$ cat config.mk
export PLATFORM = sky130hd
export DESIGN_NAME = audio_dac_tx
export DESIGN_NICKNAME = d
export VERILOG_FILES = /design/src/rtl/audio_pkg.sv /design/src/rtl/sample_fifo.sv /design/src/rtl/audio_dac_tx.sv
export SDC_FILE = /design/constraint.sdc
export NUM_CORES = 1
export LEC_CHECK = 0
export BUFFER_PORTS_ARGS = -buffer_cell sky130_fd_sc_hd__clkbuf_2
export CORE_MARGIN = 2
export CORE_UTILIZATION = 60
export CTS_CLUSTER_SIZE = 25
export DETAILED_ROUTE_END_ITERATION = 8
export PLACE_DENSITY = 0.74
export SLEW_MARGIN = 10
export SYNTH_ARGS = -nofsm -noshare
export SYNTH_HDL_FRONTEND = slang
export SYNTH_SLANG_ARGS = --single-unit
$ cat constraint.sdc
create_clock -name i_clk -period 2.7 [get_ports i_clk]
set_input_delay 0.135 -clock i_clk [delete_from_list [all_inputs] [get_ports i_clk]]
set_output_delay 0.135 -clock i_clk [all_outputs]
set_load 0.02 [all_outputs]
$ cat src/rtl/audio_pkg.sv
// Shared types for the audio DAC transmit path.
package audio_pkg;

   localparam int unsigned SAMPLE_W = 16;

   typedef logic signed [SAMPLE_W-1:0] sample_t;

   typedef enum logic [1:0] {ALIGN, LOAD, SHIFT, PAD} tx_state_e;

endpackage

$ cat src/rtl/sample_fifo.sv
// Synchronous show-ahead FIFO: rdata_o always presents the head entry, so a pop
// and the read of that entry happen in the same cycle.
module sample_fifo #(
   parameter int unsigned Width = 16,
   parameter int unsigned Depth = 4
) (
   input  logic                     clk_i,
   input  logic                     rst_i,
   input  logic                     clr_i,
   input  logic                     push_i,
   input  logic                     pop_i,
   input  logic [Width-1:0]         wdata_i,
   output logic [Width-1:0]         rdata_o,
   output logic [$clog2(Depth):0]   count_o,
   output logic                     full_o,
   output logic                     empty_o
);

   localparam int unsigned AddrW = $clog2(Depth);

   logic [Width-1:0] mem_q [Depth];
   logic [AddrW-1:0] wr_ptr_q, wr_ptr_d;
   logic [AddrW-1:0] rd_ptr_q, rd_ptr_d;
   logic [AddrW:0]   count_q, count_d;
   logic             do_push, do_pop;

   assign empty_o = (count_q == '0);
   assign full_o  = (count_q == (AddrW+1)'(Depth));
   assign do_pop  = pop_i & ~empty_o;
   // A pop in the same cycle frees the slot, so a full FIFO can still accept.
   assign do_push = push_i & (~full_o | do_pop);
   assign rdata_o = mem_q[rd_ptr_q];
   assign count_o = count_q;

   always_comb begin
      wr_ptr_d = wr_ptr_q;
      rd_ptr_d = rd_ptr_q;
      count_d  = count_q;
      if (clr_i) begin
         wr_ptr_d = '0;
         rd_ptr_d = '0;
         count_d  = '0;
      end else begin
         if (do_push) wr_ptr_d = wr_ptr_q + 1'b1;
         if (do_pop)  rd_ptr_d = rd_ptr_q + 1'b1;
         count_d = count_q + (AddrW+1)'(do_push) - (AddrW+1)'(do_pop);
      end
   end

   always_ff @(posedge clk_i or posedge rst_i) begin
      if (rst_i) begin
         wr_ptr_q <= '0;
         rd_ptr_q <= '0;
         count_q  <= '0;
      end else begin
         wr_ptr_q <= wr_ptr_d;
         rd_ptr_q <= rd_ptr_d;
         count_q  <= count_d;
      end
   end

   always_ff @(posedge clk_i) begin
      if (do_push && !clr_i) mem_q[wr_ptr_q] <= wdata_i;
   end

endmodule

$ cat src/rtl/audio_dac_tx.sv
// I2S transmitter slaved to codec BCLK/DACLRCK: buffers mono samples and sends
// each one on both the left and right slot, MSB first with a one-bit delay.
module audio_dac_tx
   import audio_pkg::*;
#(
   parameter int unsigned DATA_W     = SAMPLE_W,
   parameter int unsigned FIFO_DEPTH = 4,
   parameter int unsigned SLOT_W     = 32
) (
   input  logic                          i_clk,
   input  logic                          i_rst,
   input  logic                          i_valid,
   input  logic [DATA_W-1:0]             i_data,
   input  logic                          i_enable,
   input  logic                          i_clr_status,
   input  logic                          i_bclk,
   input  logic                          i_daclrck,
   output logic                          o_dacdat,
   output logic [$clog2(FIFO_DEPTH):0]   o_fifo_level,
   output logic                          o_overflow,
   output logic                          o_underflow
);

   localparam int unsigned CntW = $clog2(SLOT_W);

   logic bclk_s1_q, bclk_s2_q, bclk_s3_q, lrck_s1_q, lrck_s2_q;
   logic rise_q, fall_q, evt_q, lrck_cur_q, lrck_prev_q;

   tx_state_e          state_q, state_d;
   logic [DATA_W-1:0]  shift_q, shift_d, hold_q, hold_d;
   logic [CntW-1:0]    cnt_q, cnt_d;
   logic               dacdat_q, dacdat_d;
   logic               ovf_q, ovf_d, udf_q, udf_d, udf_set;

   logic               fifo_push, fifo_pop, fifo_full, fifo_empty;
   logic [DATA_W-1:0]  fifo_rdata;
   logic               left_start, chan_start;

   // Codec clocks are sampled as data; events are registered one stage past the edge flop.
   always_ff @(posedge i_clk or posedge i_rst) begin
      if (i_rst) begin
         bclk_s1_q   <= 1'b0;
         bclk_s2_q   <= 1'b0;
         bclk_s3_q   <= 1'b0;
         lrck_s1_q   <= 1'b0;
         lrck_s2_q   <= 1'b0;
         rise_q      <= 1'b0;
         fall_q      <= 1'b0;
         evt_q       <= 1'b0;
         lrck_cur_q  <= 1'b0;
         lrck_prev_q <= 1'b0;
      end else begin
         bclk_s1_q <= i_bclk;
         bclk_s2_q <= bclk_s1_q;
         bclk_s3_q <= bclk_s2_q;
         lrck_s1_q <= i_daclrck;
         lrck_s2_q <= lrck_s1_q;
         rise_q    <= bclk_s2_q & ~bclk_s3_q;
         fall_q    <= ~bclk_s2_q & bclk_s3_q;
         evt_q     <= rise_q;
         if (rise_q) begin
            lrck_cur_q  <= lrck_s2_q;
            lrck_prev_q <= lrck_cur_q;
         end
      end
   end

   assign left_start = evt_q & lrck_prev_q & ~lrck_cur_q;
   assign chan_start = evt_q & (lrck_prev_q ^ lrck_cur_q);

   assign fifo_push = i_valid & i_enable;
   assign fifo_pop  = i_enable & (state_q == LOAD) & ~lrck_cur_q & ~fifo_empty;

   sample_fifo #(
      .Width (DATA_W),
      .Depth (FIFO_DEPTH)
   ) u_fifo (
      .clk_i   (i_clk),
      .rst_i   (i_rst),
      .clr_i   (~i_enable),
      .push_i  (fifo_push),
      .pop_i   (fifo_pop),
      .wdata_i (i_data),
      .rdata_o (fifo_rdata),
      .count_o (o_fifo_level),
      .full_o  (fifo_full),
      .empty_o (fifo_empty)
   );

   always_comb begin
      state_d  = state_q;
      shift_d  = shift_q;
      hold_d   = hold_q;
      cnt_d    = cnt_q;
      dacdat_d = dacdat_q;
      udf_set  = 1'b0;
      if (!i_enable) begin
         state_d  = ALIGN;
         shift_d  = '0;
         hold_d   = '0;
         cnt_d    = '0;
         dacdat_d = 1'b0;
      end else begin
         unique case (state_q)
            ALIGN: begin
               dacdat_d = 1'b0;
               if (left_start) state_d = LOAD;
            end
            LOAD: begin
               // Left slot takes a fresh sample; right slot repeats it.
               if (!lrck_cur_q) begin
                  hold_d  = fifo_empty ? '0 : fifo_rdata;
                  udf_set = fifo_empty;
               end
               shift_d = hold_d;
               cnt_d   = '0;
               state_d = SHIFT;
            end
            SHIFT: begin
               if (chan_start) begin
                  state_d = LOAD;
               end else if (fall_q) begin
                  dacdat_d = shift_q[DATA_W-1];
                  shift_d  = {shift_q[DATA_W-2:0], 1'b0};
                  cnt_d    = cnt_q + 1'b1;
                  if (cnt_q == CntW'(DATA_W-1)) state_d = PAD;
               end
            end
            PAD: begin
               if (chan_start) begin
                  state_d = LOAD;
               end else if (fall_q) begin
                  dacdat_d = 1'b0;
                  if (cnt_q != CntW'(SLOT_W-1)) cnt_d = cnt_q + 1'b1;
               end
            end
            default: state_d = ALIGN;
         endcase
      end
      ovf_d = (fifo_push & fifo_full & ~fifo_pop) ? 1'b1 : (i_clr_status ? 1'b0 : ovf_q);
      udf_d = udf_set ? 1'b1 : (i_clr_status ? 1'b0 : udf_q);
   end

   always_ff @(posedge i_clk or posedge i_rst) begin
      if (i_rst) begin
         state_q  <= ALIGN;
         shift_q  <= '0;
         hold_q   <= '0;
         cnt_q    <= '0;
         dacdat_q <= 1'b0;
         ovf_q    <= 1'b0;
         udf_q    <= 1'b0;
      end else begin
         state_q  <= state_d;
         shift_q  <= shift_d;
         hold_q   <= hold_d;
         cnt_q    <= cnt_d;
         dacdat_q <= dacdat_d;
         ovf_q    <= ovf_d;
         udf_q    <= udf_d;
      end
   end

   assign o_dacdat    = dacdat_q;
   assign o_overflow  = ovf_q;
   assign o_underflow = udf_q;

endmodule

# Word-level counts from Yosys, hierarchy flattened
# Memory sizes are Yosys's and may differ from the RTL's.
# Cells that the tools add are included.
# Widths: inputs -> output; s select.
# totals
word_cells	118
mem_bits_rw	64
n_memories	1
register_bits	59
input_bits	23
# mem_list
memory	words	width	read_ports	rd_ports_with_merged_regs	write_ports	line	rtl
u_fifo.mem_q	4	16	1	0	1	sample_fifo.sv:21	logic [Width-1:0] mem_q [Depth];
# classes
add_sub_neg	5
n_eq_ne	21
n_mux	41
n_reduce_logical	9
n_bitwise	21
# op_table
cell	n
$mux 16	7
$pmux 16 s2	1
$mux 5	6
$ne 3x3->1 const B	7
$mux 2	10
$pmux 5 s3	1
$and 1x1->1	13
$mux 1	13
$ne 4x1->1 const B	2
$ne 4x4->1 const B	2
$pmux 2 s4	1
$ne 2x1->1 const B	3
$not 1->1	6
$reduce_and 6->1	1
$add 5x1->5 const B	1
$eq 5x4->1 const B	1
$ne 5x5->1 const B	1
$reduce_and 5->1	1
$add 2x1->2 const B	2
$eq 2x2->1 const B	2
$reduce_and 4->1	1
$reduce_bool 2->1	2
$add 3x1->3	1
$eq 3x3->1 const B	1
other kinds (11)	11

# Logic depth before layout (Yosys ltp)
# depth
word_depth	10
mapped_depth	11

# Modules after synthesis
# A second synthesis with hierarchy kept.
# unflattened
hier_cells	405
area_unflattened_um2	5480.3
# modules_own_cells
module	n_inst	area_per_inst_um2	seq_area_each_um2	cells_each
sample_fifo	1	2802.7	2097.0	130
audio_dac_tx	1	2677.6	1301.2	275

# Worst setup path before layout
# Ideal clock, no wire load.
# synth_path
path_kind	register -> register
startpoint	register state_q[1]
endpoint	register u_fifo.count_q[2] (netlist: u_fifo.count_o[2])
stages_incl_launch_ff	11
setup_slack_ps	391
setup_time_ps	119
path_buffers	1
required_time_ps	2581
arrival_time_ps	2190
path_cell_list	dfrtp_1 inv_1 ha_1 nand2b_1 clkbuf_1 a31oi_1 ha_1 inv_1 fa_1 xnor2_1 and2_1
# synth_between
elab_chain_cells	10
# synth_rtl
item	line	rtl
start, declared	audio_dac_tx.sv:29	tx_state_e state_q, state_d;
start signal, assigned	audio_dac_tx.sv:154	state_q <= state_d;
$eq 2x1->1 *	audio_dac_tx.sv:72	assign fifo_pop = i_enable & (state_q == LOAD) & ~lrck_cur_q & ~fifo_empty;
$and 1x1->1 * (3 in series)	audio_dac_tx.sv:72	
$and 1x1->1 *	sample_fifo.sv:29	assign do_pop = pop_i & ~empty_o;
$or 1x1->1	sample_fifo.sv:31	assign do_push = push_i & (~full_o | do_pop);
$and 1x1->1	sample_fifo.sv:31	
$add 3x1->3	sample_fifo.sv:46	count_d = count_q + (AddrW+1)'(do_push) - (AddrW+1)'(do_pop);
$sub 3x1->3 *	sample_fifo.sv:46	
$mux 3 *	sample_fifo.sv:39	if (clr_i) begin
named net u_fifo.count_d[2]	sample_fifo.sv:24	logic [AddrW:0] count_q, count_d;
end signal, assigned	sample_fifo.sv:58	count_q <= count_d;
end, declared	sample_fifo.sv:24	
# The timed path passes the listed nets; every way through them passes the cells marked *.
# A chain may end at the register's enable or synchronous reset.

# Worst setup path in the final report
# Ends and elaborated chain as after synthesis.

==> impl_metrics.env <==
export IMPL_layout_worst_path_cycle_share=0.9328
export IMPL_clk_path_buf_depth=2
export IMPL_setup_slack_ns=0.1814
export IMPL_detailedRoute_firstIterationViolations=237
export IMPL_nets=453
export IMPL_vdd_ir_drop_max_v=0.0006452
export IMPL_number_of_gates_resized_after_cts=0
export IMPL_grt_setup_unrepaired="no"
export IMPL_power_switching_mw=1.739
export IMPL_slew_headroom=0.2731
export IMPL_detail_route_wl_per_cell_um=20.08
export IMPL_run_status="finished, final reports clean"
export IMPL_clock_insertion_delay_worst_skew_ns=0.53
export IMPL_num_antenna_cells=0
export IMPL_initial_core_util=0.6133
export IMPL_fin_setup_tns_ns=0
export IMPL_register_area_um2=3398
export IMPL_critical_path_startpoint="state_q[1]"
export IMPL_tritoncts="done"
export IMPL_holdCritPathClass="input pin to flip-flop"
export IMPL_viasPerCell=6.047
export IMPL_power_switching_fraction=0.3109
export IMPL_final_fill_count=552
export IMPL_timing_worst_slew_pin_value_ns=1.086
export IMPL_critical_path_slowest_cell="sky130_fd_sc_hd__dfrtp_1"
export IMPL_power_density_nw_per_um2=878.1
export IMPL_hold_violations=0
export IMPL_die_width_um=98.19
export IMPL_fin_util=0.7340
export IMPL_rr_startpoint="state_q[1]"
export IMPL_first_global_vias=3312
export IMPL_dp_hpwl_um=5791
export IMPL_worstHoldStart="i_enable"
export IMPL_share_seq_of_total_power=0.409
export IMPL_worstPathArrival_ns=2.94
export IMPL_globalRouteOverflowTotal=0
export IMPL_grt_first_pass_wirelength_um=17490
export IMPL_netlist_instances=356
export IMPL_vertical_die_dimension_um=98.19
export IMPL_cpPeakStageDelay_ns=0.40
export IMPL_first_pass_iters=4
export IMPL_critical_path_required_ns=3.12
export IMPL_share_comb_of_total_power=0.200
export IMPL_design_power_mw=5.593
export IMPL_critical_path_max_fanout=6
export IMPL_ys_seq_area_frac=0.6385
export IMPL_clk_transition_reported_paths_ns=0.07
export IMPL_clock_tree_htree_level_count=4
export IMPL_globalRouteTotalUtil=0.2429
export IMPL_antenna_violations_before_repair=0
export IMPL_crit_path_cell_trace="inv_1, ha_1, nor2b_1, nand2_1, nor3_1, a21o_1, ha_1, inv_1, fa_1, xnor2_1, and2_1"
export IMPL_drive_gt1_frac=0.1981
export IMPL_buffer_ports_inserted=28
export IMPL_vias=3247
export IMPL_number_of_storage_elements_in_the_synthesis_netlist=123
export IMPL_cts_root_buffer_cell="sky130_fd_sc_hd__clkbuf_8"
export IMPL_cp_start_kind="flip-flop"
export IMPL_postCtsSetupRepairBufs=0
export IMPL_drt_antenna_violating_nets=0
export IMPL_dp_worst_setup_slack_ns=0.2138
export IMPL_multi_input_area_um2=1762
export IMPL_coreArea_um2=8678
export IMPL_post_synthesis_to_final_layout_area_growth_pct=19.68
export IMPL_finalWirelength_um=10780
export IMPL_ys_flop_type="sky130_fd_sc_hd__edfxtp_1"
export IMPL_io_pin_count=29
export IMPL_numCtsBuffers=17
export IMPL_synthDistinctLibCells=45
export IMPL_clock_fmax_mhz=397.0
export IMPL_minimum_clock_period_ns=2.519
export IMPL_share_clk_of_total_power=0.392
export IMPL_setup_viol_count_final=0
export IMPL_synth_enable_flop_cells=64
export IMPL_timing_critical_path_to_type="flip-flop"
export IMPL_maximum_number_of_pins_on_one_net_before_global_route_repair=60
export IMPL_synthesis_yosys_warnings=0
export IMPL_drc=0
export IMPL_final_hold_worst_slack_ns=0.05203
export IMPL_synth_async_reset_ratio=0.4797
export IMPL_synthesis_nets=393
export IMPL_worstSetupPathType="flip-flop to flip-flop"
export IMPL_fin_clk_skew_ns=0.007047
export IMPL_synthesis_area_per_instance_um2=14.95
export IMPL_finalMaxSlewViolations=0
export IMPL_floorplan_die_area_um2=9640
export IMPL_mappedNetlistArea_um2=5323
export IMPL_power_report_internal_total_mw=3.854
export IMPL_core_rowCount=34
export IMPL_cts_sinks=123
export IMPL_gp_congestion=0.7367
export IMPL_cap_viol_max_count=0
export IMPL_p_leak_nw=2.538
export IMPL_cts_hold_repair_buffers=21
per-stage QoR:
step	instances	area, µm²
floorplan	356	5323
global placement	484	5585
detailed placement	484	5585
CTS	537	6370
global route	537	6370
finish	537	6370
worst max-delay path: cells and delay by family (launching register included):
family	cells	cell delay, ns
XOR/XNOR	1	0.13
AND/OR/NAND/NOR	4	0.80
adder cells (fa/ha/maj)	3	0.77
flip-flops	1	0.40
AO/OA/AOI/OAI	1	0.13
buffers and inverters	2	0.18
cells by family (layout without fill, tap and decap cells):
family,after synthesis,after routing,share of synthesized area
flip-flops,123,123,0.6385
buffers and inverters,35,108,0.03056
AO/OA/AOI/OAI,73,73,0.1131
adder cells (fa/ha/maj),14,14,0.03432
AND/OR/NAND/NOR,82,82,0.08580
XOR/XNOR,6,6,0.009873
multiplexers,23,23,0.08792
area by class of cell:
class,count,share of cell area
Tap cell,108,0.02121
Multi-Input combinational cell,198,0.2766
Clock buffer,17,0.06502
Inverter,14,0.008250
Sequential cell,123,0.5335
Clock inverter,15,0.02514
Timing Repair Buffer,62,0.07032
Yosys cell counts (2+ instances only):
cell type | instances | area share
sky130_fd_sc_hd__edfxtp_1 | 64 | 0.36
sky130_fd_sc_hd__dfrtp_1 | 59 | 0.28
sky130_fd_sc_hd__nor2b_1 | 20 | 0.024
sky130_fd_sc_hd__nand2b_1 | 17 | 0.020
sky130_fd_sc_hd__a221o_1 | 15 | 0.028
sky130_fd_sc_hd__a22oi_1 | 15 | 0.021
sky130_fd_sc_hd__a32o_1 | 15 | 0.028
sky130_fd_sc_hd__nand2_1 | 15 | 0.011
sky130_fd_sc_hd__inv_1 | 14 | 0.0099
sky130_fd_sc_hd__clkbuf_1 | 13 | 0.0092
sky130_fd_sc_hd__ha_1 | 13 | 0.031
sky130_fd_sc_hd__and2_1 | 10 | 0.012
sky130_fd_sc_hd__mux4_1 | 9 | 0.044
sky130_fd_sc_hd__mux4_2 | 7 | 0.030
sky130_fd_sc_hd__buf_2 | 6 | 0.0056
sky130_fd_sc_hd__nand3_1 | 5 | 0.0047
sky130_fd_sc_hd__nor2_1 | 5 | 0.0035
sky130_fd_sc_hd__o21ai_0 | 5 | 0.0047
sky130_fd_sc_hd__xnor2_1 | 5 | 0.0082
sky130_fd_sc_hd__mux2i_1 | 4 | 0.0075
sky130_fd_sc_hd__o211ai_1 | 4 | 0.0056
sky130_fd_sc_hd__a21oi_1 | 3 | 0.0028
sky130_fd_sc_hd__mux2_2 | 3 | 0.0063
sky130_fd_sc_hd__nor3_1 | 3 | 0.0028
sky130_fd_sc_hd__o22ai_1 | 3 | 0.0035
sky130_fd_sc_hd__a31oi_1 | 2 | 0.0024
sky130_fd_sc_hd__o21a_1 | 2 | 0.0028
sky130_fd_sc_hd__or3_1 | 2 | 0.0024
sky130_fd_sc_hd__or4_1 | 2 | 0.0028
state kept, by name, indices dropped and copies added (netlist names), 2 cells and up:
| register | cells |
|---|---|
| u_fifo.mem_q | 64 |
| hold_q | 16 |
| cnt_q | 5 |
| shift_q | 16 |
| u_fifo.count_o | 3 |
| u_fifo.rd_ptr_q | 2 |
| state_q | 2 |
| u_fifo.wr_ptr_q | 2 |
layout by cell type (no fill, tap or decap), types with 10 or more instances in the layout:
cell type,n
sky130_fd_sc_hd__a221o_1,15
sky130_fd_sc_hd__a22oi_1,15
sky130_fd_sc_hd__a32o_1,15
sky130_fd_sc_hd__and2_1,10
sky130_fd_sc_hd__buf_4,13
sky130_fd_sc_hd__clkbuf_16,16
sky130_fd_sc_hd__clkbuf_2,28
sky130_fd_sc_hd__dfrtp_1,59
sky130_fd_sc_hd__dlygate4sd3_1,21
sky130_fd_sc_hd__edfxtp_1,64
sky130_fd_sc_hd__ha_1,13
sky130_fd_sc_hd__inv_1,13
sky130_fd_sc_hd__nand2_1,15
sky130_fd_sc_hd__nand2b_1,17
sky130_fd_sc_hd__nor2b_1,20
path summary, 6_finish.rpt:
path	cells after the start	slack, ns	to
worst min-delay path	3	0.05	o_dacdat
min in group asynchronous	4	0.34	lrck_cur_q
max in group asynchronous	4	1.87	hold_q[3]
worst min register to register	0	0.36	bclk_s2_q
worst max-delay path	11	0.18	u_fifo.count_o[2]
worst max register to register	11	0.18	u_fifo.count_o[2]
power groups by stage:
stage / clock network, mW / registers (mW) / logic [mW]
floorplan: 0 / 2.30 / 0.817
global placement: 0 / 2.30 / 1.05
detailed placement: 0 / 2.31 / 1.07
CTS: 2.19 / 2.28 / 1.11
global route: 2.30 / 2.31 / 1.23
finish: 2.19 / 2.29 / 1.12
layer usage:
layer,track usage,share of wire,vias to the layer above
met4,0.09168,0.021,0
met3,0.06800,0.040,20
met5,0,0,-
met2,0.3999,0.52,75
li1,-,-,1496
met1,0.3120,0.42,1656
Power figures use the tool's default switching activity.
